### src/rtl/bus_pkg.sv
// Shared types and defaults for the cache-to-memory bus responder.
package bus_pkg;

  localparam int BUS_ADDR_W = 9;
  localparam int BUS_DATA_W = 8;

  typedef logic [BUS_ADDR_W-1:0] addr_t;
  typedef logic [BUS_DATA_W-1:0] data_t;

  typedef enum logic [1:0] {
    IDLE   = 2'd0,
    ACCESS = 2'd1,
    DONE   = 2'd2
  } state_t;

  // Width of an initiator index; never narrower than one bit.
  function automatic int id_w(input int n);
    return (n > 1) ? $clog2(n) : 1;
  endfunction

endpackage

### src/rtl/rr_arbiter.sv
// Round-robin pick: first requesting initiator at or above rr_ptr, wrapping.
module rr_arbiter
  import bus_pkg::*;
#(
  parameter int NUM_REQ = 2
) (
  input  logic [NUM_REQ-1:0]          req,
  input  logic [id_w(NUM_REQ)-1:0]    rr_ptr,
  output logic [id_w(NUM_REQ)-1:0]    id,
  output logic                        valid
);

  localparam int ID_W = id_w(NUM_REQ);

  logic [ID_W-1:0] cand;

  // Scan candidates upward from rr_ptr and keep the first one that requests.
  // NOTE: every output of a combinational block gets a default first, so no path leaves it unassigned and no latch is inferred.
  always_comb begin
    id    = '0;
    valid = 1'b0;
    cand  = '0;
    for (int k = 0; k < NUM_REQ; k++) begin
      cand = ID_W'((int'(rr_ptr) + k) % NUM_REQ);
      if (!valid && req[cand]) begin
        id    = cand;
        valid = 1'b1;
      end
    end
  end

endmodule

### src/rtl/bus_mem_responder.sv
// Bus responder: arbitrates initiators, owns the memory array and answers each
// accepted request with a one-cycle grant after a fixed access latency.
module bus_mem_responder
  import bus_pkg::*;
#(
  parameter int NUM_REQ     = 2,
  parameter int ADDR_W      = BUS_ADDR_W,
  parameter int DATA_W      = BUS_DATA_W,
  parameter int MEM_LATENCY = 2
) (
  input  logic                        clk,
  input  logic                        reset,
  input  logic [NUM_REQ-1:0]          req,
  input  logic [NUM_REQ-1:0]          rw,
  input  logic [NUM_REQ*ADDR_W-1:0]   addr,
  input  logic [NUM_REQ*DATA_W-1:0]   wdata,
  output logic [NUM_REQ-1:0]          grant,
  output logic [DATA_W-1:0]           rdata,
  output logic                        busy
);

  localparam int ID_W  = id_w(NUM_REQ);
  localparam int CNT_W = (MEM_LATENCY > 1) ? $clog2(MEM_LATENCY) : 1;

  state_t             state, state_next;
  logic [ID_W-1:0]    rr_ptr;
  logic [ID_W-1:0]    id_q;
  logic [ID_W-1:0]    pick_id;
  logic               pick_valid;
  logic [CNT_W-1:0]   cnt;
  logic [ADDR_W-1:0]  addr_q;
  logic [DATA_W-1:0]  wdata_q;
  logic               rw_q;
  logic               accept;
  logic               finish;
  logic               release_bus;

  logic [ADDR_W-1:0]  addr_arr  [NUM_REQ];
  logic [DATA_W-1:0]  wdata_arr [NUM_REQ];
  logic [DATA_W-1:0]  mem       [2**ADDR_W];

  // Unpack the flattened per-initiator buses so the winner can be indexed directly.
  for (genvar g = 0; g < NUM_REQ; g++) begin : g_unpack
    assign addr_arr[g]  = addr[g*ADDR_W +: ADDR_W];
    assign wdata_arr[g] = wdata[g*DATA_W +: DATA_W];
  end

  rr_arbiter #(
    .NUM_REQ (NUM_REQ)
  ) u_arb (
    .req    (req),
    .rr_ptr (rr_ptr),
    .id     (pick_id),
    .valid  (pick_valid)
  );

  assign busy = (state != IDLE);

  // Next-state and per-edge strobes: accept a request, complete it, release the bus.
  always_comb begin
    state_next  = state;
    accept      = 1'b0;
    finish      = 1'b0;
    release_bus = 1'b0;
    case (state)
      IDLE: begin
        if (pick_valid) begin
          accept     = 1'b1;
          state_next = ACCESS;
        end
      end
      ACCESS: begin
        if (cnt == '0) begin
          finish     = 1'b1;
          state_next = DONE;
        end
      end
      DONE: begin
        release_bus = 1'b1;
        state_next  = IDLE;
      end
      default: state_next = IDLE;
    endcase
  end

  // State register; reset drops back to IDLE and thereby aborts any access.
  // NOTE: sequential state uses non-blocking assignments so every register samples pre-edge values.
  always_ff @(posedge clk or posedge reset) begin
    if (reset) state <= IDLE;
    else       state <= state_next;
  end

  // Request latch, latency counter, grant pulse, read return and round-robin pointer.
  always_ff @(posedge clk or posedge reset) begin
    if (reset) begin
      cnt     <= '0;
      id_q    <= '0;
      addr_q  <= '0;
      wdata_q <= '0;
      rw_q    <= 1'b0;
      rr_ptr  <= '0;
      grant   <= '0;
      rdata   <= '0;
    end else begin
      if (accept) begin
        id_q    <= pick_id;
        addr_q  <= addr_arr[pick_id];
        wdata_q <= wdata_arr[pick_id];
        rw_q    <= rw[pick_id];
        cnt     <= CNT_W'(MEM_LATENCY - 1);
      end
      if (state == ACCESS && cnt != '0) begin
        cnt <= cnt - 1'b1;
      end
      if (finish) begin
        grant <= NUM_REQ'(1) << id_q;
        if (!rw_q) rdata <= mem[addr_q];
      end
      if (release_bus) begin
        grant  <= '0;
        rr_ptr <= (id_q == ID_W'(NUM_REQ - 1)) ? '0 : id_q + 1'b1;
      end
    end
  end

  // Memory write port; commits only on the completing edge of a write.
  // NOTE: the memory array has no reset; contents survive reset and an aborted write never reaches it.
  always_ff @(posedge clk) begin
    if (finish && rw_q) mem[addr_q] <= wdata_q;
  end

endmodule
### config.mk
export PLATFORM = sky130hd
export DESIGN_NAME = bus_mem_responder
export DESIGN_NICKNAME = d
export VERILOG_FILES = /design/src/rtl/bus_pkg.sv /design/src/rtl/rr_arbiter.sv /design/src/rtl/bus_mem_responder.sv
export SDC_FILE = /design/constraint.sdc
export NUM_CORES = 2
export LEC_CHECK = 0
export CORE_ASPECT_RATIO = 0.5
export CORE_MARGIN = 1
export CORE_UTILIZATION = 45
export DETAILED_ROUTE_END_ITERATION = 8
export HOLD_SLACK_MARGIN = 0.02
export SYNTH_ARGS = -nofsm -noshare
export SYNTH_HDL_FRONTEND = slang
export SYNTH_HIERARCHICAL = 1
export SYNTH_SLANG_ARGS = --single-unit
### constraint.sdc
create_clock -name clk -period 6.9 [get_ports clk]
set_clock_uncertainty 0.1 [all_clocks]
set_input_delay 1.38 -clock clk [delete_from_list [all_inputs] [get_ports clk]]
set_output_delay 1.38 -clock clk [all_outputs]
set_load 0.02 [all_outputs]
* Yosys cells after proc, flatten, opt, wreduce, memory -nomap -nowiden
Memory sizes are Yosys's and may differ from the RTL's. A register that Yosys moved wholly into a read port is not among the register bits.
Cells that the tools add are included.
** Storage, ports and cells
- Memories :: 1
- Input port bits :: 40
- Output and inout bits :: 11
- Register bits after elaboration :: 25
- RAM bits :: 4096
** Memory list
- mem :: words 512, width 8, read ports 1, clocked after Yosys merged registers in 1, wr ports 1, line bus_mem_responder.sv:40 : logic [DATA_W-1:0] mem [2**ADDR_W];
** Operators by class
- Multiplexer cells :: 31
- Shift operators :: 1
- Bitwise operators :: 2
- Add/sub/neg operators :: 3
- Reduce and logical (&&, ||, !) cells :: 10
- Equal/unequal tests :: 4
- $lt $le $gt $ge :: 4
** Operators with widths (number)
- two-way mux 9 bit :: 3
- two-way mux 8 bit :: 3
- two-way mux 1 bit :: 20
- two-way mux 2 bit :: 4
- < comparator 1 x 2 -> 1 bit, second input constant :: 3
- nonzero test 2 bit :: 3
- != test 2 bit, second input constant :: 2
- case mux 2 bit (2 select lines) :: 1
- AND reduction 2 bit :: 2
- logical AND 1 bit :: 3
- adder 1 bit, second input constant :: 2
- equality test 2 x 1 -> 1 bit, second input constant :: 1
- equality test 2 bit, second input constant :: 1
- greater-or-equal comparator 2 bit, second input constant :: 1
- zero test 2 bit :: 1
- inverter 1 -> 2 bit :: 1
- left shift 1 x 1 -> 2 bit, first input constant :: 1
- zero test 1 bit :: 1
- inverter 1 bit :: 1
- subtractor 1 bit, second input constant :: 1

* Depth between registers and ports, before layout
- Word-level depth :: 10
- Gate-level depth with buffers :: 14
- Gate-level depth less buffers :: 7

* By module
The synthesis kept the hierarchy.
** Modules (own cells, without submodules)
- bus_mem_responder :: area an instance 159894.6 sq um, seq. area each 123823.8 sq um, times used 1, cells an instance 7362
- rr_arbiter :: area an instance 17.5 sq um, seq. area each 0.0 sq um, times used 1, cells an instance 3

* Worst setup path after synthesis
No wires, ideal clock.
- Path type :: reg-to-reg
- Start :: register wdata_q[0]
- End :: memory mem[0][0] in the netlist's numbering, data pin
- Cell stages (with the launch flop) :: 1
- Arrival time :: 6065 ps
- Library setup time :: 1405 ps
- Path buffers :: 0
- Path slack :: -669 ps
- Period minus slack after synthesis :: 7569 ps
- Cell sequence :: dfrtp_1
** RTL lines
- from (decl) :: line bus_mem_responder.sv:32 : logic [DATA_W-1:0] wdata_q;
- from (signal assigned) :: line bus_mem_responder.sv:108 : wdata_q <= wdata_arr[pick_id];
- to (decl) :: line bus_mem_responder.sv:40
Straight into the memory's write port.

==> results.md <==
* P_leak at 54.40 nW
* Initial Utilization at 45.33%
* Post-detail-place hpwl at ~280 mm
* Max FO, Critical Path at 26
* Final hold vios at 0
* Crit path DAT at 6.32 ns
* CTS tree: done
* Status: complete, but fails checks
* Vias per cell at 6.379
* Nets at 7564
* Hold Buf Count CTS at 0
* DR WL/cell at 37.10 microns
* Congestion Overflow GR at 0
* Worst Tran Pin Value at 1.684 ns
* Final core utilization at 50.49%
* CTS H-tree depth at 5
* Post-route cell area at 178100 sq um
* Placer congestion estimate at 0.9252
* CP Class: flip-flop to flip-flop
* Total track usage at 25.80%
* Max-Cap Viols at 1
* CTS buffer count at 369
* Register bit count reported by yosys at 4129
* Sw Share at about a third
* Dpl cell area at 166400 sq um
* FF+latch area at 123900 sq um
* Core ar. at roughly 350000 sq um
* Fin. max-slew vios at 10
* Power share of the clock group at 26.8%
* Layout cell share with drive strength beyond 1 at 23.44%
* Primary FF master, synth: edfxtp_1
* Clock sink count at about 4.1k
* Synth cell types at 70
* Rows at 154
* Clk buf depth at 4
* Ys async rst share at 0.7992%
* RSZ-0062 raised after global routing: false
* Gate power share at 31.0%
* 1st-pass router iterations at 7
* Peak VDD IR at 0.0003782 V
* # port buffers at 50
* Total Die Area at 357900 sq um
* DP Worst Slack at 1.698 ns
* Post-CTS sizing at 0
* Net Sw Power at 26.32 mW
* Largest net degree at the start of global routing at 224
* CP required at 7.65 ns
* Cell area after synthesis at roughly 160000 sq um
* Final wirelength at between 400 and 500 mm
* Slew HR at -12.29%
* Cells after synthesis at 7365
* Sequential Power Share at 42.2%
* P per Cell Area at 429.8 nW/um^2
* Share of the synthesized area in the top cell type at 76.92%
* Power Total at 76.55 mW
* Fill cells at 27.72k
* IO Count at 51
* Area of the multi-input gates at 34010 sq um
* Clock latency on the worst-skew pair at 0.95 ns
* Clock transition at path regs at 0.07 ns
* DRT iter0 DRCs at 12.01k
* Critical path capture point type: flip-flop
* CP startpoint: addr_q[4]$_DFFE_PP0P_
* Synth top area cells: edfxtp_1 (77%), mux4_2 (15%), mux2i_1 (1.6%), nor2_1 (1.3%), nand2_1 (0.58%)
* Failing checks: max-capacitance violations, max-slew violations
* Max Freq at about 180 MHz
* Yosys warning count at 6
* DR DRC count at 0
* Sequential fraction of the synthesis area at 77.43%
* Antenna violations before repair at 41
* Post-route setup slack at between 1 and 1.5 ns
* Vias in the first global route at 77.99k
* Hold path start: id_q$_DFFE_PP0P_
* Int Pwr at 50.22 mW
* Die H at 423.5 microns
* Tmin final at 5.572 ns
* Fin crit share at 80.76%
* Die W at 845.0 microns
* Cell taking the most area after synthesis: edfxtp_1
* Number of enable flip-flop cells after synthesis at 4096
* Setup TNS at 0 ns
* HP Class: flip-flop to flip-flop
* Synth-to-Final Area Change at 11.38%
* Startpoint Class: flip-flop
* Setup Buffers After CTS at 0
* Post-route ant nets at 0
* Global-route wire length before repair at 644.5 mm
* Syn avg cell area at about 22 sq um
* Clk root buf: clkbuf_16
* Via Count at 80.40k
* Net Count, Synth at 7405
* R2R Path Start: addr_q[4]$_DFFE_PP0P_
* Finish-stage setup viols at 0
[logic make-up (layout without fill, tap and decap cells)]
kind of cell / Yosys count / count (layout) / synth area share, %
flip-flops: 4129 / 4129 / 77.43
multiplexers: 1315 / 1315 / 16.50
AND/OR/NAND/NOR: 1003 / 1003 / 2.609
buffers and inverters: 468 / 922 / 1.465
AO/OA/AOI/OAI: 450 / 450 / 1.997
other: 0 / 28 / 0
[metrics by stage]
step | std cells | hold slack [ns]
after floorplan | 7365 | 0.3630
after global placement | 11910 | 0.4005
after detailed placement | 11910 | 0.3978
after CTS | 12580 | 0.4079
after global routing | 12580 | 0.4431
final | 12610 | 0.4066
[cell type report]
cell class	instances	area share, %
Clock buffer	461	5.496
Multi-Input combinational cell	2768	19.10
Timing Repair Buffer	246	1.430
Clock inverter	205	1.025
Inverter	10	0.02599
Antenna cell	28	0.03934
Sequential cell	4129	69.55
Tap cell	4758	3.342
[cells in the final DEF (no fill, tap or decap), types with 70 or more instances in the layout]
cell	instances
a21oi_1	77
mux2i_1	255
edfxtp_1	4096
clkbuf_1	80
buf_4	149
clkinv_1	80
a22oi_1	105
nor2_1	566
mux4_2	1056
clkbuf_16	377
nand2_1	233
nand3_1	70
clkinv_2	70
[registers in the layout, summed over array words and instances (netlist names)]
name     cells
cnt          1
state        2
wdata_q      8
rw_q         1
addr_q       9
mem       4096
id_q         1
grant        2
rr_ptr       1
rdata        8
[path summary, 6_finish.rpt]
path	to	slack, ns	depth (start not counted)
max	rdata[5]$_DFFE_PP0P_	1.33	8
min	rr_ptr$_DFFE_PP0P_	0.41	1
max reg2reg	rdata[5]$_DFFE_PP0P_	1.33	8
min reg2reg	rr_ptr$_DFFE_PP0P_	0.41	1
max in group asynchronous	addr_q[0]$_DFFE_PP0P_	5.02	2
min in group asynchronous	wdata_q[4]$_DFFE_PP0P_	0.90	2
[layer usage]
layer | up-vias | part of all wire (%) | wire (microns) | track usage, %
met1 | 43480 | 41 | 189700 | 38.04
met4 | 30 | 3.7 | 17470 | 8.427
met2 | 4779 | 43 | 200700 | 36.36
li1 | 31230 | - | - | -
met5 | - | 0.047 | 221 | 0
met3 | 881 | 13 | 59610 | 8.686
[synth_stat cells, drive strengths merged (3+ instances only)]
| cell | n |
|---|---|
| edfxtp | 4096 |
| nor2b | 12 |
| or2 | 3 |
| a22o | 3 |
| dfrtp | 33 |
| and2 | 5 |
| and4 | 3 |
| mux2 | 3 |
| nand4 | 20 |
| nor2 | 570 |
| buf | 240 |
| mux4 | 1056 |
| a31oi | 19 |
| a221oi | 7 |
| mux2i | 256 |
| nand3 | 70 |
| o211ai | 12 |
| nor4 | 14 |
| o221ai | 4 |
| nor3b | 8 |
| a32o | 6 |
| o31ai | 4 |
| nand2b | 4 |
| or4 | 3 |
| o22a | 6 |
| a22oi | 105 |
| a21oi | 81 |
| a211oi | 9 |
| inv | 8 |
| o22ai | 59 |
| a41o | 3 |
| o2111ai | 6 |
| nand2 | 249 |
| o32ai | 11 |
| o21ai | 30 |
| nand3b | 3 |
| and3 | 14 |
| a2111oi | 7 |
| a32oi | 51 |
| nor3 | 14 |
| o32a | 4 |
| and3b | 6 |
| o41ai | 5 |
| clkbuf | 218 |
[power groups by stage]
stage | registers (mW) | logic (mW) | clock network (mW)
after floorplan | 34.5 | 11.8 | 0
after global placement | 32.8 | 23.1 | 0
after detailed placement | 32.8 | 23.3 | 0
after CTS | 32.3 | 23.4 | 20.6
after global routing | 32.3 | 24.3 | 21.6
final | 32.3 | 23.7 | 20.5
[worst max-delay path, cell delays in order (launching register included)]
cell and delay [ns]:
dfrtp_2 0.36, buf_4 0.56, nor2b_2 1.17, nand2_1 0.91
a21oi_1 1.18, nor4_1 0.24, a31oi_1 0.49, a211oi_1 0.14
a41oi_1 0.27
(Power assumes the default switching activity.)
